### config.mk
export PLATFORM = sky130hd
export DESIGN_NAME = card_board_ctrl_flat
export DESIGN_NICKNAME = d
export VERILOG_FILES = /design/src/rtl/card_board_ctrl_if.sv /design/src/rtl/card_board_ctrl.sv /design/src/flat_wrapper.sv
export SDC_FILE = /design/constraint.sdc
export NUM_CORES = 1
export LEC_CHECK = 0
export CORE_ASPECT_RATIO = 1.5
export CORE_MARGIN = 2
export CORE_UTILIZATION = 64
export DETAILED_ROUTE_END_ITERATION = 10
export PLACE_DENSITY_LB_ADDON = 0.08
export SKIP_LAST_GASP = 1
export SYNTH_ARGS = -nofsm -noshare
export SYNTH_HDL_FRONTEND = slang
export SYNTH_SLANG_ARGS = --single-unit
### constraint.sdc
create_clock -name Clk -period 10.7 [get_ports Clk]
set_input_delay 1.07 -clock Clk [delete_from_list [all_inputs] [get_ports Clk]]
set_output_delay 1.07 -clock Clk [all_outputs]
set_load 0.01 [all_outputs]
### src/rtl/card_board_ctrl_if.sv
// Gameplay-side bundle for the card board: board write port plus the
// card-select handshake returned to the gameplay state machine.
interface card_board_ctrl_if;
    logic       WriteEnable;
    logic [3:0] dataLoc;
    logic [5:0] dataOut;
    logic       SelEnable;
    logic       Select;
    logic [3:0] CardSelectLoc;
    logic [5:0] CardSelectData;

    // gameplay state machine side
    modport master (
        output WriteEnable, dataLoc, dataOut, SelEnable,
        input  Select, CardSelectLoc, CardSelectData
    );

    // card board side
    modport slave (
        input  WriteEnable, dataLoc, dataOut, SelEnable,
        output Select, CardSelectLoc, CardSelectData
    );
endinterface

### src/rtl/card_board_ctrl.sv
// Card board responder: 16-entry board store, button synchronizers with
// edge detect, 4x4 cursor, select/hold/reject state machine and a
// registered display read port.
module card_board_ctrl #(
    parameter int unsigned SYNC_STAGES = 2,
    parameter int unsigned MIN_HOLD    = 4
) (
    input  logic                Clk,
    input  logic                Reset,
    card_board_ctrl_if.slave    gp,
    input  logic                BtnU,
    input  logic                BtnD,
    input  logic                BtnL,
    input  logic                BtnR,
    input  logic                BtnC,
    output logic [3:0]          Cursor,
    input  logic [3:0]          ReadLoc,
    output logic [5:0]          ReadData
);

    localparam int unsigned HW = (MIN_HOLD > 1) ? $clog2(MIN_HOLD) : 1;

    typedef enum logic [1:0] {
        IDLE   = 2'd0,
        HOLD   = 2'd1,
        REJECT = 2'd2
    } state_t;

    // button bit order: 4=U 3=D 2=L 1=R 0=C
    logic [4:0]    btn_raw;
    logic [4:0]    sync_q [SYNC_STAGES];
    logic [4:0]    sync_d [SYNC_STAGES];
    logic [4:0]    edge_q, edge_d;
    logic [4:0]    btn_lvl;
    logic [4:0]    pulse;

    logic [5:0]    board_q [16];
    logic [5:0]    board_d [16];
    logic [5:0]    read_q, read_d;

    state_t        state_q, state_d;
    logic          sel_q, sel_d;
    logic [3:0]    loc_q, loc_d;
    logic [5:0]    dat_q, dat_d;
    logic [HW-1:0] hold_q, hold_d;
    logic [3:0]    cursor_q, cursor_d;
    logic [5:0]    cur_entry;

    assign btn_raw   = {BtnU, BtnD, BtnL, BtnR, BtnC};
    assign btn_lvl   = sync_q[SYNC_STAGES-1];
    assign pulse     = btn_lvl & ~edge_q;
    assign cur_entry = board_q[cursor_q];

    // synchronizer shift chain and previous-level register for edge detect
    always_comb begin
        sync_d[0] = btn_raw;
        for (int unsigned i = 1; i < SYNC_STAGES; i++) begin
            sync_d[i] = sync_q[i-1];
        end
        edge_d = btn_lvl;
    end

    // synchronizer and edge registers
    always_ff @(posedge Clk or posedge Reset) begin
        if (Reset) begin
            for (int unsigned i = 0; i < SYNC_STAGES; i++) begin
                sync_q[i] <= '0;
            end
            edge_q <= '0;
        end else begin
            for (int unsigned i = 0; i < SYNC_STAGES; i++) begin
                sync_q[i] <= sync_d[i];
            end
            edge_q <= edge_d;
        end
    end

    // board write (never gated by state) and display read of the old contents
    always_comb begin
        for (int unsigned i = 0; i < 16; i++) begin
            board_d[i] = board_q[i];
        end
        if (gp.WriteEnable) begin
            board_d[gp.dataLoc] = gp.dataOut;
        end
        read_d = board_q[ReadLoc];
    end

    // board store and read data register; reset marks every card removed
    always_ff @(posedge Clk or posedge Reset) begin
        if (Reset) begin
            for (int unsigned i = 0; i < 16; i++) begin
                board_q[i] <= 6'b10_0000;
            end
            read_q <= '0;
        end else begin
            for (int unsigned i = 0; i < 16; i++) begin
                board_q[i] <= board_d[i];
            end
            read_q <= read_d;
        end
    end

    // next state: cursor moves and C-press handling in IDLE, hold timing in HOLD
    always_comb begin
        state_d  = state_q;
        sel_d    = sel_q;
        loc_d    = loc_q;
        dat_d    = dat_q;
        hold_d   = hold_q;
        cursor_d = cursor_q;
        case (state_q)
            IDLE: begin
                // 2-bit row/col arithmetic wraps on its own
                if (pulse[4])      cursor_d[3:2] = cursor_q[3:2] - 2'd1;
                else if (pulse[3]) cursor_d[3:2] = cursor_q[3:2] + 2'd1;
                else if (pulse[2]) cursor_d[1:0] = cursor_q[1:0] - 2'd1;
                else if (pulse[1]) cursor_d[1:0] = cursor_q[1:0] + 2'd1;
                if (pulse[0] && gp.SelEnable) begin
                    if (cur_entry[5:4] == 2'b01) begin
                        loc_d   = cursor_q;
                        dat_d   = cur_entry;
                        sel_d   = 1'b1;
                        hold_d  = HW'(MIN_HOLD - 1);
                        state_d = HOLD;
                    end else begin
                        state_d = REJECT;
                    end
                end
            end
            HOLD: begin
                if (hold_q != '0) begin
                    hold_d = hold_q - 1'b1;
                end else if (!btn_lvl[0]) begin
                    sel_d   = 1'b0;
                    state_d = IDLE;
                end
            end
            REJECT: begin
                state_d = IDLE;
            end
            default: begin
                sel_d   = 1'b0;
                state_d = IDLE;
            end
        endcase
    end

    // state machine and select registers
    always_ff @(posedge Clk or posedge Reset) begin
        if (Reset) begin
            state_q  <= IDLE;
            sel_q    <= 1'b0;
            loc_q    <= '0;
            dat_q    <= '0;
            hold_q   <= '0;
            cursor_q <= '0;
        end else begin
            state_q  <= state_d;
            sel_q    <= sel_d;
            loc_q    <= loc_d;
            dat_q    <= dat_d;
            hold_q   <= hold_d;
            cursor_q <= cursor_d;
        end
    end

    assign gp.Select         = sel_q;
    assign gp.CardSelectLoc  = (state_q == IDLE) ? cursor_q  : loc_q;
    assign gp.CardSelectData = (state_q == IDLE) ? cur_entry : dat_q;
    assign Cursor            = cursor_q;
    assign ReadData          = read_q;

endmodule

### src/flat_wrapper.sv
// flat-port wrapper written by rule: the top's interface ports become plain ports
module card_board_ctrl_flat 
#(
    parameter int unsigned SYNC_STAGES = 2,
    parameter int unsigned MIN_HOLD    = 4
)
  (Clk, Reset, BtnU, BtnD, BtnL, BtnR, BtnC, Cursor, ReadLoc, ReadData, gp_WriteEnable, gp_dataLoc, gp_dataOut, gp_SelEnable, gp_Select, gp_CardSelectLoc, gp_CardSelectData);
  card_board_ctrl_if gp_i ();
  input  logic Clk;
  input  logic Reset;
  input  logic BtnU;
  input  logic BtnD;
  input  logic BtnL;
  input  logic BtnR;
  input  logic BtnC;
  output logic [3:0] Cursor;
  input  logic [3:0] ReadLoc;
  output logic [5:0] ReadData;
  input wire logic [$bits(gp_i.WriteEnable)-1:0] gp_WriteEnable;
  input wire logic [$bits(gp_i.dataLoc)-1:0] gp_dataLoc;
  input wire logic [$bits(gp_i.dataOut)-1:0] gp_dataOut;
  input wire logic [$bits(gp_i.SelEnable)-1:0] gp_SelEnable;
  output wire logic [$bits(gp_i.Select)-1:0] gp_Select;
  output wire logic [$bits(gp_i.CardSelectLoc)-1:0] gp_CardSelectLoc;
  output wire logic [$bits(gp_i.CardSelectData)-1:0] gp_CardSelectData;
  assign gp_i.WriteEnable = gp_WriteEnable;
  assign gp_i.dataLoc = gp_dataLoc;
  assign gp_i.dataOut = gp_dataOut;
  assign gp_i.SelEnable = gp_SelEnable;
  assign gp_Select = gp_i.Select;
  assign gp_CardSelectLoc = gp_i.CardSelectLoc;
  assign gp_CardSelectData = gp_i.CardSelectData;
  card_board_ctrl #(.SYNC_STAGES(SYNC_STAGES), .MIN_HOLD(MIN_HOLD)) u_core (.Clk(Clk), .Reset(Reset), .gp(gp_i), .BtnU(BtnU), .BtnD(BtnD), .BtnL(BtnL), .BtnR(BtnR), .BtnC(BtnC), .Cursor(Cursor), .ReadLoc(ReadLoc), .ReadData(ReadData));
endmodule
Word level (Yosys, flattened, before mapping)
Index checks and enable logic that the tools add are counted.
{"block": "word_totals", "output_inout_bits": 21, "in_bits": 23, "reg_bits": 136}
{"block": "op_classes", "n_reduce_logical": 13, "addsub": 5, "magnitude_cmp": 4, "muxes": 29, "n_eq_ne": 8, "bitwise_logic": 8}
{"operator": "bitwise mux 96 bit", "n": 1}
{"operator": "binary-select mux 6 bit (select 4 bit)", "n": 2}
{"operator": "two-way mux 6 bit", "n": 6}
{"operator": "demux 6 bit (select 4 bit)", "n": 1}
{"operator": "two-way mux 2 bit", "n": 11}
{"operator": "greater-or-equal comparator 5 bit (second input constant)", "n": 3}
{"operator": "inverter 4 -> 5 bit", "n": 3}
{"operator": "one-hot mux 2 bit (2 select lines)", "n": 2}
{"operator": "AND reduction 4 bit", "n": 2}
{"operator": "nonzero test 2 bit", "n": 4}
{"operator": "!= test 2 x 1 -> 1 bit (second input constant)", "n": 3}
{"operator": "AND reduction 3 bit", "n": 2}
{"operator": "subtractor 2 x 1 -> 2 bit (second input constant)", "n": 3}
{"operator": "bitwise AND 5 bit", "n": 1}
{"operator": "less-than comparator 5 x 1 -> 1 bit (second input constant)", "n": 1}
{"operator": "inverter 5 bit", "n": 1}
{"operator": "AND reduction 5 bit", "n": 1}
{"operator": "adder 2 x 1 -> 2 bit (second input constant)", "n": 2}
{"operator": "equality test 2 x 1 -> 1 bit (second input constant)", "n": 2}
{"operator": "two-way mux 1 bit", "n": 4}
{"operator": "two-way mux 4 bit", "n": 1}
{"operator": "!= test 2 bit (second input constant)", "n": 2}
{"operator": "inverter 1 bit", "n": 3}
{"operator": "one-hot mux 1 bit (3 select lines)", "n": 1}
{"operator": "other kinds (4)", "n": 5}

Depth between registers and ports, before layout
{"block": "depth", "ltp_word": 8, "mapped_depth": 7, "mapped_depth_nobuf": 7}

Worst setup path before layout
No wires, ideal clock.
{"block": "synth_path", "path_kind": "flip-flop to output port", "start": "register u_core.cursor_q[0] (netlist: u_core.Cursor[0])", "end": "output gp_CardSelectData[0]", "slack_ns": 7.508, "path_stages_with_launch": 7, "arrival_ns": 2.122, "n_path_buf": 2, "cell_sequence": "dfrtp_1 > buf_2 > buf_2 > mux4_2 > mux4_2 > nand2_1 > nand2_1"}
{"block": "synth_between", "elab_chain_cells": 5}
{"item": "start: declaration", "line": "card_board_ctrl.sv:46", "source": "logic [3:0] cursor_q, cursor_d;"}
{"item": "start signal: assignment", "line": "card_board_ctrl.sv:164", "source": "cursor_q <= cursor_d;"}
{"item": "inverter 4 -> 5 bit (implied by the code)", "line": "card_board_ctrl.sv:52", "source": "assign cur_entry = board_q[cursor_q];"}
{"item": "binary-select mux 6 bit (select 4 bit)", "line": "card_board_ctrl.sv:52"}
{"item": "two-way mux 6 bit (implied by the code) (2 in series)", "line": "card_board_ctrl.sv:52"}
{"item": "two-way mux 6 bit", "line": "card_board_ctrl.sv:170", "source": "assign gp.CardSelectData = (state_q == IDLE) ? cur_entry : dat_q;"}
{"item": "end: declaration", "line": "flat_wrapper.sv:25", "source": "output wire logic [$bits(gp_i.CardSelectData)-1:0] gp_CardSelectData;"}
No other way between the ends. The select of a mux whose other input is x is not followed.

Worst setup path in the final report
{"block": "layout_path", "start": "register u_core.cursor_q[0] (netlist: u_core.Cursor[0])", "end": "output gp_CardSelectData[1]"}
The elaborated chain is that of the path after synthesis.

==> results.cfg <==
[status]
status = completed

[sta]
skew_ps = 8.10
fin_crit_sh_pct = 41.3
timing.fmax_mhz = 226
tightest_slew_ps = 1170
relSlewSlack_pct = 21.9
drv_slew = 0
setup_viol = 0
hold_viol = 0
finalWorstPathRequiredPeriod_ps = 4420
finalSetupTns_ps = 0
rsz0062_at_grt = no

[logic_synthesis]
synthDistinctLibCells = 41
yosys-top-cells-area = dfrtp_1 (45%), mux4_2 (19%), mux2_1 (17%)
synthCells = 441
synth_fp_nets = 465
netlist.area_leader.share_pct = 45.0
synth-async-reset-ratio_pct = 100
ys_seq_area_share_pct = 51.3
yosys.area.top_type = dfrtp_1
synth_flop_cell = dfrtp_1
synth_area_sq_um = 6680
ys_seq_elements = 136
synth-edff-count = 0
yosys-top-cells-count = dfrtp_1 (120), mux2_1 (100), mux4_2 (56)
syn_area_per_cell_sq_um = 15.1
yosysMostFrequentCell = dfrtp_1
ys_warn_count = 0

[critical_path]
path_cells = mux4_2 -> mux4_2 -> nand2_1 -> nand2_1 -> clkdlybuf4s50_1
cp-startpoint = u_core.Cursor[0]$_DFFE_PP0P_
path_class = reg2out
r2r_start = u_core.Cursor[0]$_DFFE_PP0P_
arrival_ps = 3350
max_stage_delay_ps = 1110
critPathBufInv = 1
crit_slowest_cell = dfrtp_1
cp_max_fo = 21
cp-end-kind = primary output
start_kind = flop
cp_top_family = multiplexers
crit_required_ps = 9630

[grt]
antenna_found_initial = 0
grt_pass1_wl_mm = 24.0
gr-total-overflow = 0
grt_max_degree = 73
grtUsageTotal_pct = 30.1
grt_pass1_vias = 4271

[clocking]
clockRootBuffer = clkbuf_16
numCtsBuffers = 17
holdBufCountCts = 0
cts_setup_buffers = 0
post_cts_resized = 0
clk_pin_slew_ps = 60
cts.sinks = 136
htreeDepth = 4
clock_latency_ps = 420
cts_tree = built
cts_buffer_depth = 2

[pwr]
swShare_pct = 30.3
switchingPower_mw = 0.623
leakagePower_nw = 3.29
p_seq_share_pct = 38.3
p_int_mw = 1.44
powerDensity_nw_per_um2 = 266
pwr-share-comb_pct = 33.1
clockPowerShare_pct = 28.5
ir_drop_mv = 0.141

[floorplanning]
die_area_sq_um = 11300
core_sq_um = 10100
pin_count = 44
die_x_um = 87.4
num_rows = 45
fp.dieH_um = 129
initial_core_util_pct = 65.9

[detailed_routing]
vias = 4023
drc = 0
ant_nets = 0
via_per_inst = 6.63
first_pass_iters = 4
drt-total-wl_mm = 15.3
wire_per_inst_um = 25.2
drt-initial-drc-count = 300

[hold_path]
min-delay-start = u_core.sync_d[0]$_DFF_PP0_
hp-class = reg2reg

[placement]
dp.cells = 575
place_hpwl_mm = 9.89
place_congestion = 0.816
portBuffers = 43

[finish]
final_nets = 501
fin_cells = 607
syn_to_final_growth_pct = 15.9
drive_gt1_share_pct = 23.7
num_antenna_cells = 0

[job]
cap_violations = 0
through the flow:
step	power (mW)	hold slack, ps	utilization (%)	setup WS (ps)	area [sq um]
floorplan	1.22	331	-	6020	6680
global placement	1.44	334	70.5	6770	7150
detailed placement	1.47	337	70.5	6720	7150
CTS	2.06	351	76.4	6240	7740
global route	2.15	351	76.4	6140	7740
finish	2.06	348	76.4	6280	7740
cells by family after synthesis:
family	count (synthesis)	synth area share, %
AOI/OAI and AO/OA	18	1.67
xor gates and xnor gates	6	0.787
adders and majority gates	1	0.187
buffers and inverters	36	2.27
DFF	136	51.3
muxes	166	37.8
and+or+nand+nor	78	6.03
state kept, by name, summed over array words and instances (netlist names):
register          cells
u_core.btn_lvl        5
u_core.edge_q         5
u_core.hold_q         2
u_core.loc_q          4
u_core.state_q        2
u_core.gp.Select      1
u_core.sync_d         5
u_core.dat_q          6
u_core.ReadData       6
u_core.Cursor         4
u_core.board_q       96
power by group through the flow:
stage                     Combinational, mW  Sequential [mW]  Clock [mW]
after floorplan                       0.498            0.723           0
after global placement                0.658            0.785           0
after detailed placement              0.677            0.794           0
after CTS                             0.685            0.787       0.592
after global routing                  0.730            0.808       0.614
final                                 0.682            0.789       0.587
final timing paths:
path / slack (ps) / endpoint / depth (start not counted)
worst min-delay path: 350 / u_core.btn_lvl[0]$_DFF_PP0_ / 0
worst min register to register: 350 / u_core.btn_lvl[0]$_DFF_PP0_ / 0
worst max-delay path: 6280 / gp_CardSelectData[1] / 5
max in group asynchronous: 8150 / u_core.board_q[85]$_DFFE_PP0P_ / 3
min in group asynchronous: 1140 / u_core.edge_q[2]$_DFF_PP0_ / 2
worst max register to register: 7630 / u_core.dat_q[1]$_DFFE_PP0P_ / 5
layout by cell type (no fill, tap or decap), drive strengths merged, types with 3 or more instances in the layout:
master	n
dfrtp	120
mux2	108
mux4	56
clkdlybuf4s50	42
nand2	31
clkbuf	24
nor2	18
dfstp	16
inv	7
nand2b	6
a21oi	5
xnor2	4
clkinv	4
buf	4
o21ai	4
and3	3
nand3b	3
or3	3
a31oi	3
bufinv	3
or2	3
per-layer routing:
metal / share of wire [%] / global-route usage (%)
met4: 3.0 / 12.1
met1: 37 / 37.0
met3: 5.7 / 6.82
met5: 0 / 0
met2: 54 / 51.5
final cells by class:
class	instances	area [sq um]
sequential	136	3420
multi-input combinational	269	3100
fill	612	2390
clock buffer	24	472
timing repair buffer	46	448
tap	117	146
clock inverter	8	121
inverter	7	28.8
worst reg2reg max path, cell delays in order, from the launching register on:
cell	delay (ps)
dfrtp_1	1110
inv_1	410
mux2_2	400
or4b_4	540
nand2_8	170
mux2_4	320
(Power assumes the default switching activity.)
